===== config.mk =====
export PLATFORM = sky130hd
export DESIGN_NAME = fetch_unit
export DESIGN_NICKNAME = d
export VERILOG_FILES = /design/src/rtl/fetch_unit.sv
export SDC_FILE = /design/constraint.sdc
export NUM_CORES = 1
export LEC_CHECK = 0
export BUFFER_PORTS_ARGS = -buffer_cell sky130_fd_sc_hd__buf_4
export CELL_PAD_IN_SITES_DETAIL_PLACEMENT = 1
export CELL_PAD_IN_SITES_GLOBAL_PLACEMENT = 1
export CORE_UTILIZATION = 48
export CTS_CLUSTER_DIAMETER = 40
export DETAILED_ROUTE_END_ITERATION = 10
export GPL_TIMING_DRIVEN = 0
export PLACE_DENSITY = 0.95
export SLEW_MARGIN = 25
export SYNTH_ARGS = -nofsm -noshare
export SYNTH_HDL_FRONTEND = slang
export SYNTH_SLANG_ARGS = --single-unit

===== constraint.sdc =====
create_clock -name clk -period 8.6 [get_ports clk]
set_clock_uncertainty 0.15 [all_clocks]
set_input_delay 1.72 -clock clk [delete_from_list [all_inputs] [get_ports clk]]
set_output_delay 1.72 -clock clk [all_outputs]
set_load 0.01 [all_outputs]

===== src/rtl/fetch_unit.sv =====
// fetch_unit: PC owner, credit-limited instruction fetch and decode buffer; FETCH_PERF_CNT_EN adds perf counters
module fetch_unit #(
   parameter int              XLEN      = 32,
   parameter logic [XLEN-1:0] RESET_PC  = '0,
   parameter int              BUF_DEPTH = 2
) (
   input  logic            clk,
   input  logic            rst_n,
   input  logic [1:0]      pc_src_i,
   input  logic [XLEN-1:0] ex_pc_i,
   input  logic [XLEN-1:0] ex_imm_i,
   input  logic [XLEN-1:0] ex_rs1_i,
   output logic            imem_req_valid_o,
   input  logic            imem_req_ready_i,
   output logic [XLEN-1:0] imem_addr_o,
   input  logic            imem_rsp_valid_i,
   input  logic [31:0]     imem_rsp_data_i,
   output logic            instr_valid_o,
   input  logic            instr_ready_i,
   output logic [31:0]     instr_o,
   output logic [XLEN-1:0] instr_pc_o,
`ifdef FETCH_PERF_CNT_EN
   output logic [31:0]     perf_fetched_o,
   output logic [31:0]     perf_flushed_o,
`endif
   output logic            misalign_o
);
   localparam int AW = $clog2(BUF_DEPTH);
   localparam int CW = AW + 1;

   logic [XLEN-1:0] pc_q, pc_d, target;
   logic            started_q, started_d, misalign_q, misalign_d;
   logic [CW-1:0]   out_q, out_d, occ_q, occ_d, drop_q, drop_d;
   logic [AW-1:0]   bwr_q, bwr_d, brd_q, brd_d, fwr_q, fwr_d, frd_q, frd_d;
   logic            redirect, pop, accept, rsp_fire, rsp_drop, push;
   logic [31:0]     buf_instr_q [BUF_DEPTH];
   logic [XLEN-1:0] buf_pc_q [BUF_DEPTH];
   logic [XLEN-1:0] fifo_pc_q [BUF_DEPTH];
`ifdef FETCH_PERF_CNT_EN
   logic [31:0]     fetched_q, fetched_d, flushed_q, flushed_d;
`endif

   // Redirect decode, credit check against buffer space, handshakes and next state
   always_comb begin
      redirect         = pc_src_i == 2'b01 || pc_src_i == 2'b10;
      target           = pc_src_i[1] ? (ex_rs1_i + ex_imm_i) & ~XLEN'(1) : ex_pc_i + ex_imm_i;
      instr_valid_o    = occ_q != '0;
      instr_o          = buf_instr_q[brd_q];
      instr_pc_o       = buf_pc_q[brd_q];
      misalign_o       = misalign_q;
      imem_addr_o      = pc_q;
      pop              = instr_valid_o && instr_ready_i && !redirect;
      imem_req_valid_o = started_q && !misalign_q && !redirect &&
                         (occ_q - CW'(pop) + out_q < CW'(BUF_DEPTH));
      accept           = imem_req_valid_o && imem_req_ready_i;
      rsp_fire         = imem_rsp_valid_i && out_q != '0;
      rsp_drop         = rsp_fire && (drop_q != '0 || redirect);
      push             = rsp_fire && !rsp_drop;
      started_d        = 1'b1;
      out_d            = out_q + CW'(accept) - CW'(rsp_fire);
      occ_d            = redirect ? '0 : occ_q + CW'(push) - CW'(pop);
      bwr_d            = bwr_q + AW'(push);
      brd_d            = redirect ? bwr_q : brd_q + AW'(pop);
      fwr_d            = fwr_q + AW'(accept);
      frd_d            = frd_q + AW'(rsp_fire);
      drop_d           = redirect ? out_d : drop_q - CW'(rsp_fire && drop_q != '0);
      pc_d             = redirect ? target : accept ? pc_q + XLEN'(4) : pc_q;
      misalign_d       = redirect ? target[1] : misalign_q;
`ifdef FETCH_PERF_CNT_EN
      fetched_d        = fetched_q + 32'(pop);
      flushed_d        = flushed_q + (redirect ? 32'(occ_q) : 32'd0) + 32'(rsp_drop);
      perf_fetched_o   = fetched_q;
      perf_flushed_o   = flushed_q;
`endif
   end

   // Control state; started_q delays the first request to the cycle after reset release
   always_ff @(posedge clk or negedge rst_n) begin
      if (!rst_n) begin
         pc_q       <= RESET_PC;
         started_q  <= 1'b0;
         misalign_q <= 1'b0;
         out_q      <= '0;
         occ_q      <= '0;
         drop_q     <= '0;
         bwr_q      <= '0;
         brd_q      <= '0;
         fwr_q      <= '0;
         frd_q      <= '0;
`ifdef FETCH_PERF_CNT_EN
         fetched_q  <= '0;
         flushed_q  <= '0;
`endif
      end else begin
         pc_q       <= pc_d;
         started_q  <= started_d;
         misalign_q <= misalign_d;
         out_q      <= out_d;
         occ_q      <= occ_d;
         drop_q     <= drop_d;
         bwr_q      <= bwr_d;
         brd_q      <= brd_d;
         fwr_q      <= fwr_d;
         frd_q      <= frd_d;
`ifdef FETCH_PERF_CNT_EN
         fetched_q  <= fetched_d;
         flushed_q  <= flushed_d;
`endif
      end
   end

   // Storage for in-flight request PCs and buffered words; pointers alone define validity
   always_ff @(posedge clk) begin
      if (accept) fifo_pc_q[fwr_q] <= pc_q;
      if (push) begin
         buf_instr_q[bwr_q] <= imem_rsp_data_i;
         buf_pc_q[bwr_q]    <= fifo_pc_q[frd_q];
      end
   end
endmodule


==> results.py, run 1 <==
metrics = {
    "power_and_ir_drop": {
        "intPower_w": 0.00248,
        "switching_share_pct": 32.3,
        "vdd_drop_max_v": 0.000116,
        "p_sw_w": 0.00118,
        "p_leak_nw": 6.34,
        "p_comb_share_pct": 32.1,
        "pwr-share-seq_pct": 41.4,
        "finalPower_w": 0.00366,
        "powerDensity_nw_per_um2": 228,
        "clock_power_share_pct": 26.5,
    },
    "worst_hold_path": {
        "min_path_cells": 0,
        "hold_class": "reg -> reg",
    },
    "global_route": {
        "met1_usage_pct": 32.5,
        "grtUsageTotal_pct": 28.0,
        "grt.busiest_layer": "met2",
        "overflow": 0,
        "grt_first_pass_wirelength_um": 60700,
        "antenna_found_initial": 0,
        "grt_pass1_vias": 10900,
        "met2_usage_pct": 51.9,
        "met3_usage_pct": 4.61,
        "grt_max_degree": 45,
    },
    "logic_synthesis": {
        "syn_nets": 1318,
        "async_reset_ff_share_pct": 18.6,
        "syn_inst": 1110,
        "synth_flop_cell": "edfxtp_1",
        "synthesis.area_um2": 13000,
        "synth-edff-count": 192,
        "ys_seq_area_share_pct": 52.8,
        "syn_area_per_cell_um2": 11.7,
        "synthDistinctLibCells": 63,
        "ys_warn_count": 0,
        "ys_ff_latch": 236,
    },
    "floorplanning": {
        "core-area_um2": 26400,
        "die_w_um": 167,
        "die_area_um2": 27800,
        "die_height_um": 167,
        "start_util_pct": 49.4,
        "row_count": 59,
        "pin_count": 234,
    },
    "routing": {
        "post_drt_wl_per_cell_um": 22.6,
        "viasPerCell": 5.93,
        "drt-total-wl_um": 39000,
        "drc": 0,
        "first_pass_iters": 5,
        "antenna_left": 0,
        "vias": 10200,
        "drt_first_iter_violations": 537,
    },
    "layout": {
        "antenna_cells": 0,
        "layout_common_cells": "buf_4, edfxtp_1, mux2_2, a21oi_1, nand2_1",
        "fin_nets": 1580,
        "layout-drive-gt1-share_pct": 27.9,
        "nFillCells": 2794,
        "area_growth_pct": 23.2,
        "final_common_cell": "buf_4",
        "design_area_um2": 16000,
        "fin_cells": 1725,
    },
    "critical_path": {
        "max_stage_delay_ps": 660,
        "path_max_fanout": 10,
        "cp_cell_sequence": "buf_2, xnor2_2, clkbuf_1, and3_1, buf_4",
        "path_class": "in -> out",
        "startpoint": "pc_src_i[0]",
        "r2r_setup_slack_ps": 5050,
        "cpMaxStageDelayCell": "clkbuf_1",
        "r2r_cells": 13,
        "r2r-start": "misalign_o",
        "regToRegEndpoint": "drop_q[1]",
        "cp-end-kind": "output port",
        "arrival_ps": 3320,
        "critPathCapture": "imem_req_valid_o",
        "critPathLaunchType": "input port",
        "cp.required_ps": 6730,
    },
    "sta": {
        "relSlewSlack_pct": 38.6,
        "final.setup.tns_ps": 0,
        "rsz0062_at_grt": "no",
        "worst_slack_ps": 3410,
        "hold_viol": 0,
        "tightest_slew_ps": 909,
        "max_freq_mhz": 193,
        "period_needed_ps": 5190,
        "post-route-period-util_pct": 60.4,
        "drv_slew": 0,
        "setup_viol": 0,
    },
    "cts": {
        "path_clk_slew_ps": 60,
        "cts-resized-gates": 0,
        "h-tree-depth": 1,
        "max-clock-path-buffers": 3,
        "hold_buffers": 0,
        "cts_root_buffer": "clkbuf_16",
        "cts.sinks": 236,
        "clkLatencyLatePin_ps": 510,
        "cts_made_buffers": 24,
        "cts_tree": "done",
        "postCtsSetupBuffers": 0,
    },
    "place": {
        "port_buffers": 232,
        "place_ws_ps": 3490,
        "placed_area_um2": 15300,
        "dp_hpwl_um": 29600,
        "dp_cells": 1681,
        "gp_congestion": 0.892,
    },
    "run": {
        "cap_violations": 0,
    },
    "outcome": {
        "status": "finished, final reports clean",
    },
}
==> state kept, by name, indices dropped and copies added, names as in the netlist <==
register and cells:
buf_instr_q 64, buf_pc_q 64, fifo_pc_q 64, imem_addr_o 32, drop_q 2, occ_q 2
out_q 2, brd_q 1, bwr_q 1, frd_q 1, fwr_q 1, misalign_o 1
started_q 1
==> metal layers <==
metal	share of wire, %	vias to the layer above
met1	39	5022
li1	-	4749
met3	6.0	73
met2	52	390
met4	2.9	0
met5	0	-
==> metrics by stage <==
stage | hold WS (ps) | util, %
floorplan | 344 | -
global placement | 365 | 57.6
detailed placement | 404 | 58.0
CTS | 413 | 60.8
global route | 429 | 60.8
finish | 407 | 60.8
==> cells in the mapped netlist, drive strengths merged, types with 17 or more instances <==
| cell type | n | area (um2) |
|---|---|---|
| a211oi | 18 | 135 |
| a21o | 28 | 210 |
| a21oi | 86 | 430 |
| a31oi | 17 | 106 |
| clkbuf | 35 | 131 |
| dfrtp | 44 | 1100 |
| edfxtp | 192 | 5770 |
| ha | 71 | 888 |
| inv | 29 | 109 |
| mux2 | 97 | 1090 |
| nand2 | 71 | 267 |
| nand3 | 23 | 115 |
| nand4 | 23 | 144 |
| nor2 | 63 | 236 |
| o21ai | 65 | 325 |
| xnor2 | 45 | 402 |
| xor2 | 28 | 245 |
==> kinds of logic (layout without fill, tap and decap cells) <==
family,Yosys count,count (layout),share of synthesized area [%]
AO/OA/AOI/OAI,288,288,13.9
XOR/XNOR,73,73,4.97
adder cells (fa/ha/maj),73,73,7.14
buffers and inverters,69,349,2.04
flip-flops,236,236,52.8
multiplexers,106,106,9.09
other,1,1,0.0288
AND/OR/NAND/NOR,264,264,10.0
==> worst max-delay path: cells and delay by family <==
kind | cells | cell delay (ps)
buf+inv | 3 | 990
simple gates | 1 | 310
xor+xnor | 1 | 300
==> power groups by stage <==
stage	Clock (W)	Sequential [W]	Combinational [W]
3_3_place_gp	0	0.00152	0.00108
3_5_place_dp	0	0.00153	0.00115
2_1_floorplan	0	0.00150	0.000672
4_1_cts	0.000986	0.00151	0.00118
6_report	0.000970	0.00151	0.00117
5_1_grt	0.00103	0.00153	0.00126
==> worst min path at each step <==
stage / start / end / slack, ps
floorplan: bwr_q / brd_q / 340
global placement: bwr_q / brd_q / 360
detailed placement: fifo_pc_q[1][9] / buf_pc_q[1][9] / 400
CTS: fifo_pc_q[1][3] / buf_pc_q[0][3] / 410
global route: fifo_pc_q[1][17] / buf_pc_q[1][17] / 430
finish: imem_addr_o[27] / fifo_pc_q[0][27] / 410
==> cell type report <==
| cell class | instances | area, um2 | area share, % |
|---|---|---|---|
| clock buffer | 30 | 654 | 4.08 |
| inverter | 29 | 109 | 0.679 |
| sequential | 236 | 6870 | 42.9 |
| tap | 335 | 419 | 2.62 |
| clock inverter | 14 | 80.1 | 0.500 |
| multi-input combinational | 805 | 5910 | 36.9 |
| buffer | 40 | 156 | 0.976 |
| timing repair buffer | 236 | 1830 | 11.4 |
(Power assumes the default switching activity.)
==> run 2, diff against run 1 <==
--- a/config.mk
+++ b/config.mk
@@ -5,14 +5,15 @@
 export SDC_FILE = /design/constraint.sdc
 export NUM_CORES = 1
 export LEC_CHECK = 0
+export ABC_AREA = 1
 export BUFFER_PORTS_ARGS = -buffer_cell sky130_fd_sc_hd__buf_4
 export CELL_PAD_IN_SITES_DETAIL_PLACEMENT = 1
 export CELL_PAD_IN_SITES_GLOBAL_PLACEMENT = 1
-export CORE_UTILIZATION = 48
+export CORE_UTILIZATION = 38
 export CTS_CLUSTER_DIAMETER = 40
 export DETAILED_ROUTE_END_ITERATION = 10
 export GPL_TIMING_DRIVEN = 0
-export PLACE_DENSITY = 0.95
+export PLACE_DENSITY = 0.87
 export SLEW_MARGIN = 25
 export SYNTH_ARGS = -nofsm -noshare
 export SYNTH_HDL_FRONTEND = slang
==> constraint.sdc (replaced) <==
create_clock -name clk -period 4.22 [get_ports clk]
set_clock_uncertainty 0.15 [all_clocks]
set_input_delay 0.844 -clock clk [delete_from_list [all_inputs] [get_ports clk]]
set_output_delay 0.844 -clock clk [all_outputs]
set_load 0.01 [all_outputs]
==> results.py, run 2 <==
metrics = {
    "sta": {
        "setup_viol": 0,
        "rsz0062_at_grt": "no",
        "relSlewSlack_pct": 46.9,
        "max_freq_mhz": 291,
        "final.setup.tns_ps": 0,
        "hold_viol": 0,
        "whs_ps": 154,
        "period_needed_ps": 3440,
        "worst_slack_ps": 780,
        "drv_slew": 0,
        "tightest_slew_ps": 788,
        "post-route-period-util_pct": 81.5,
    },
    "power_and_ir_drop": {
        "finalPower_w": 0.00879,
        "powerDensity_nw_per_um2": 503,
        "vdd_drop_max_v": 0.000434,
        "p_leak_nw": 8.16,
    },
    "critical_path": {
        "path_class": "in -> reg",
        "r2r_cells": 15,
        "path_max_fanout": 35,
        "cp.required_ps": 4290,
        "cp-end-kind": "register",
        "critPathLaunchType": "input port",
        "arrival_ps": 3510,
    },
    "global_route": {
        "grt_first_pass_wirelength_um": 75200,
        "grt_pass1_vias": 14100,
        "grt_max_degree": 51,
        "grtUsageTotal_pct": 25.3,
        "antenna_found_initial": 0,
        "overflow": 0,
    },
    "layout": {
        "layout-drive-gt1-share_pct": 15.9,
        "nFillCells": 4404,
        "layout_common_cells": "nand2_1, buf_4, edfxtp_1, inv_1, nor2_1",
        "antenna_cells": 0,
        "multiInputGateArea_um2": 6380,
        "fin_nets": 2214,
        "reg_top3": "buf_instr_q (64), buf_pc_q (64), fifo_pc_q (64)",
        "seqCellArea_um2": 6870,
        "final_common_cell": "nand2_1",
        "design_area_um2": 17500,
        "area_growth_pct": 24.0,
    },
    "floorplanning": {
        "die_area_um2": 37800,
        "core-area_um2": 36500,
        "pin_count": 234,
        "die_height_um": 195,
        "row_count": 70,
        "die_w_um": 195,
        "start_util_pct": 38.6,
    },
    "logic_synthesis": {
        "ys_seq_area_share_pct": 48.8,
        "synth_compound_area_share_pct": 7.33,
        "synth_flop_cell": "edfxtp_1",
        "syn_inst": 1740,
        "ys_warn_count": 0,
        "synth_top_area_share_pct": 40.9,
        "ys_ff_latch": 236,
        "syn_area_per_cell_um2": 8.09,
        "synth_xor_area_share_pct": 1.74,
        "yosysMostFrequentCell": "nand2_1",
        "synthesis.area_um2": 14100,
        "async_reset_ff_share_pct": 18.6,
        "synth_largest_area_cell": "edfxtp_1",
        "synth-edff-count": 192,
        "synthDistinctLibCells": 50,
        "netlist_top_cells_area": "edfxtp_1, nand2_1, dfrtp_1, ha_1, inv_1",
        "synth_top_family_by_area": "simple AND/OR/NAND/NOR gates",
        "syn_nets": 1948,
        "synthTopCellsByCount": "nand2_1, edfxtp_1, inv_1",
        "synth-adder-area-share_pct": 6.59,
        "synthSimpleGateAreaFrac_pct": 29.4,
        "synthMuxAreaShare_pct": 0,
    },
    "cts": {
        "cts_tree": "done",
        "cts_made_buffers": 27,
        "cts-resized-gates": 0,
        "path_clk_slew_ps": 60,
        "h-tree-depth": 1,
        "cts.sinks": 236,
        "hold_buffers": 0,
        "max-clock-path-buffers": 3,
        "clkLatencyLatePin_ps": 540,
        "cts_root_buffer": "clkbuf_16",
        "postCtsSetupBuffers": 0,
    },
    "place": {
        "gp_congestion": 0.900,
        "placed_area_um2": 16600,
        "place_ws_ps": 236,
        "dp_hpwl_um": 38100,
        "port_buffers": 233,
    },
    "routing": {
        "drc": 0,
        "post_drt_wl_per_cell_um": 19.4,
        "viasPerCell": 5.20,
        "first_pass_iters": 4,
        "vias": 13000,
        "drt_first_iter_violations": 620,
        "antenna_left": 0,
        "drt-total-wl_um": 48500,
    },
    "worst_hold_path": {
        "hold_class": "in -> async",
    },
    "outcome": {
        "status": "finished, final reports clean",
    },
    "run": {
        "cap_violations": 0,
    },
}
run 2: cell types whose count changed after synthesis, sizes merged, moves of 12 or more:
cell	before	now
nand3	23	114
mux2	97	0
nand3b	1	13
inv	29	184
a31oi	17	3
clkbuf	35	21
nand2	71	682
a21o	28	4
and3	14	1
buf	5	18
a211oi	18	1
nor2	63	129
xnor2	45	11
run 2: final cells by class:
class / instances / share of cell area, %
multi-input combinational: 1280 / 36.5
buffer: 39 / 1.01
tap: 468 / 3.35
timing repair buffer: 237 / 10.6
clock buffer: 30 / 3.93
sequential: 236 / 39.3
inverter: 185 / 3.97
clock inverter: 20 / 1.32
run 2: power by group:
part,total (W),internal [W],switching (W),leakage [nW]
combinational,0.00322,0.00117,0.00204,5.47
sequential,0.00320,0.00294,0.000260,2.25
clock,0.00238,0.00139,0.000990,0.440
run 2: worst paths after layout:
check                                    from                end  slack (ps)
setup / recovery                  pc_src_i[1]    buf_pc_q[1][28]         780
hold / removal                          rst_n              brd_q         150
setup reg to reg                     occ_q[0]          drop_q[1]        1460
hold reg to reg                imem_addr_o[6]    fifo_pc_q[1][6]         390
max in group asynchronous               rst_n    imem_addr_o[18]        3310
min in group clk           imem_rsp_data_i[8]  buf_instr_q[0][8]         330
run 2: layer usage:
| layer | vias up | part of all wire, % | global-route usage (%) | routed length (um) |
|---|---|---|---|---|
| li1 | 6254 | - | - | - |
| met1 | 6300 | 41 | 29.5 | 19800 |
| met2 | 341 | 52 | 48.4 | 25100 |
| met3 | 80 | 4.7 | 2.90 | 2300 |
| met4 | 0 | 2.6 | 7.23 | 1280 |
| met5 | - | 0 | 0 | 0 |
run 2: through the flow:
step           utilization (%)  cells
2_1_floorplan                -   1740
3_3_place_gp              45.0   2441
3_5_place_dp              45.3   2445
4_1_cts                   47.8   2495
5_1_grt                   47.8   2495
6_report                  47.8   2495
run 2: logic make-up after synthesis:
logic type / Yosys count
AND/OR/NAND/NOR: 990
flip-flops: 236
buffers and inverters: 224
AO/OA/AOI/OAI: 188
adder cells (fa/ha/maj): 73
XOR/XNOR: 28
other: 1
run 2: worst max-delay path, stage by stage:
cell and delay [ps]:
buf_4 120, inv_2 190, nor2_2 100, nor2_8 120
buf_2 270, clkbuf_1 630, nand3_1 230, inv_1 220
ha_4 450, buf_12 280
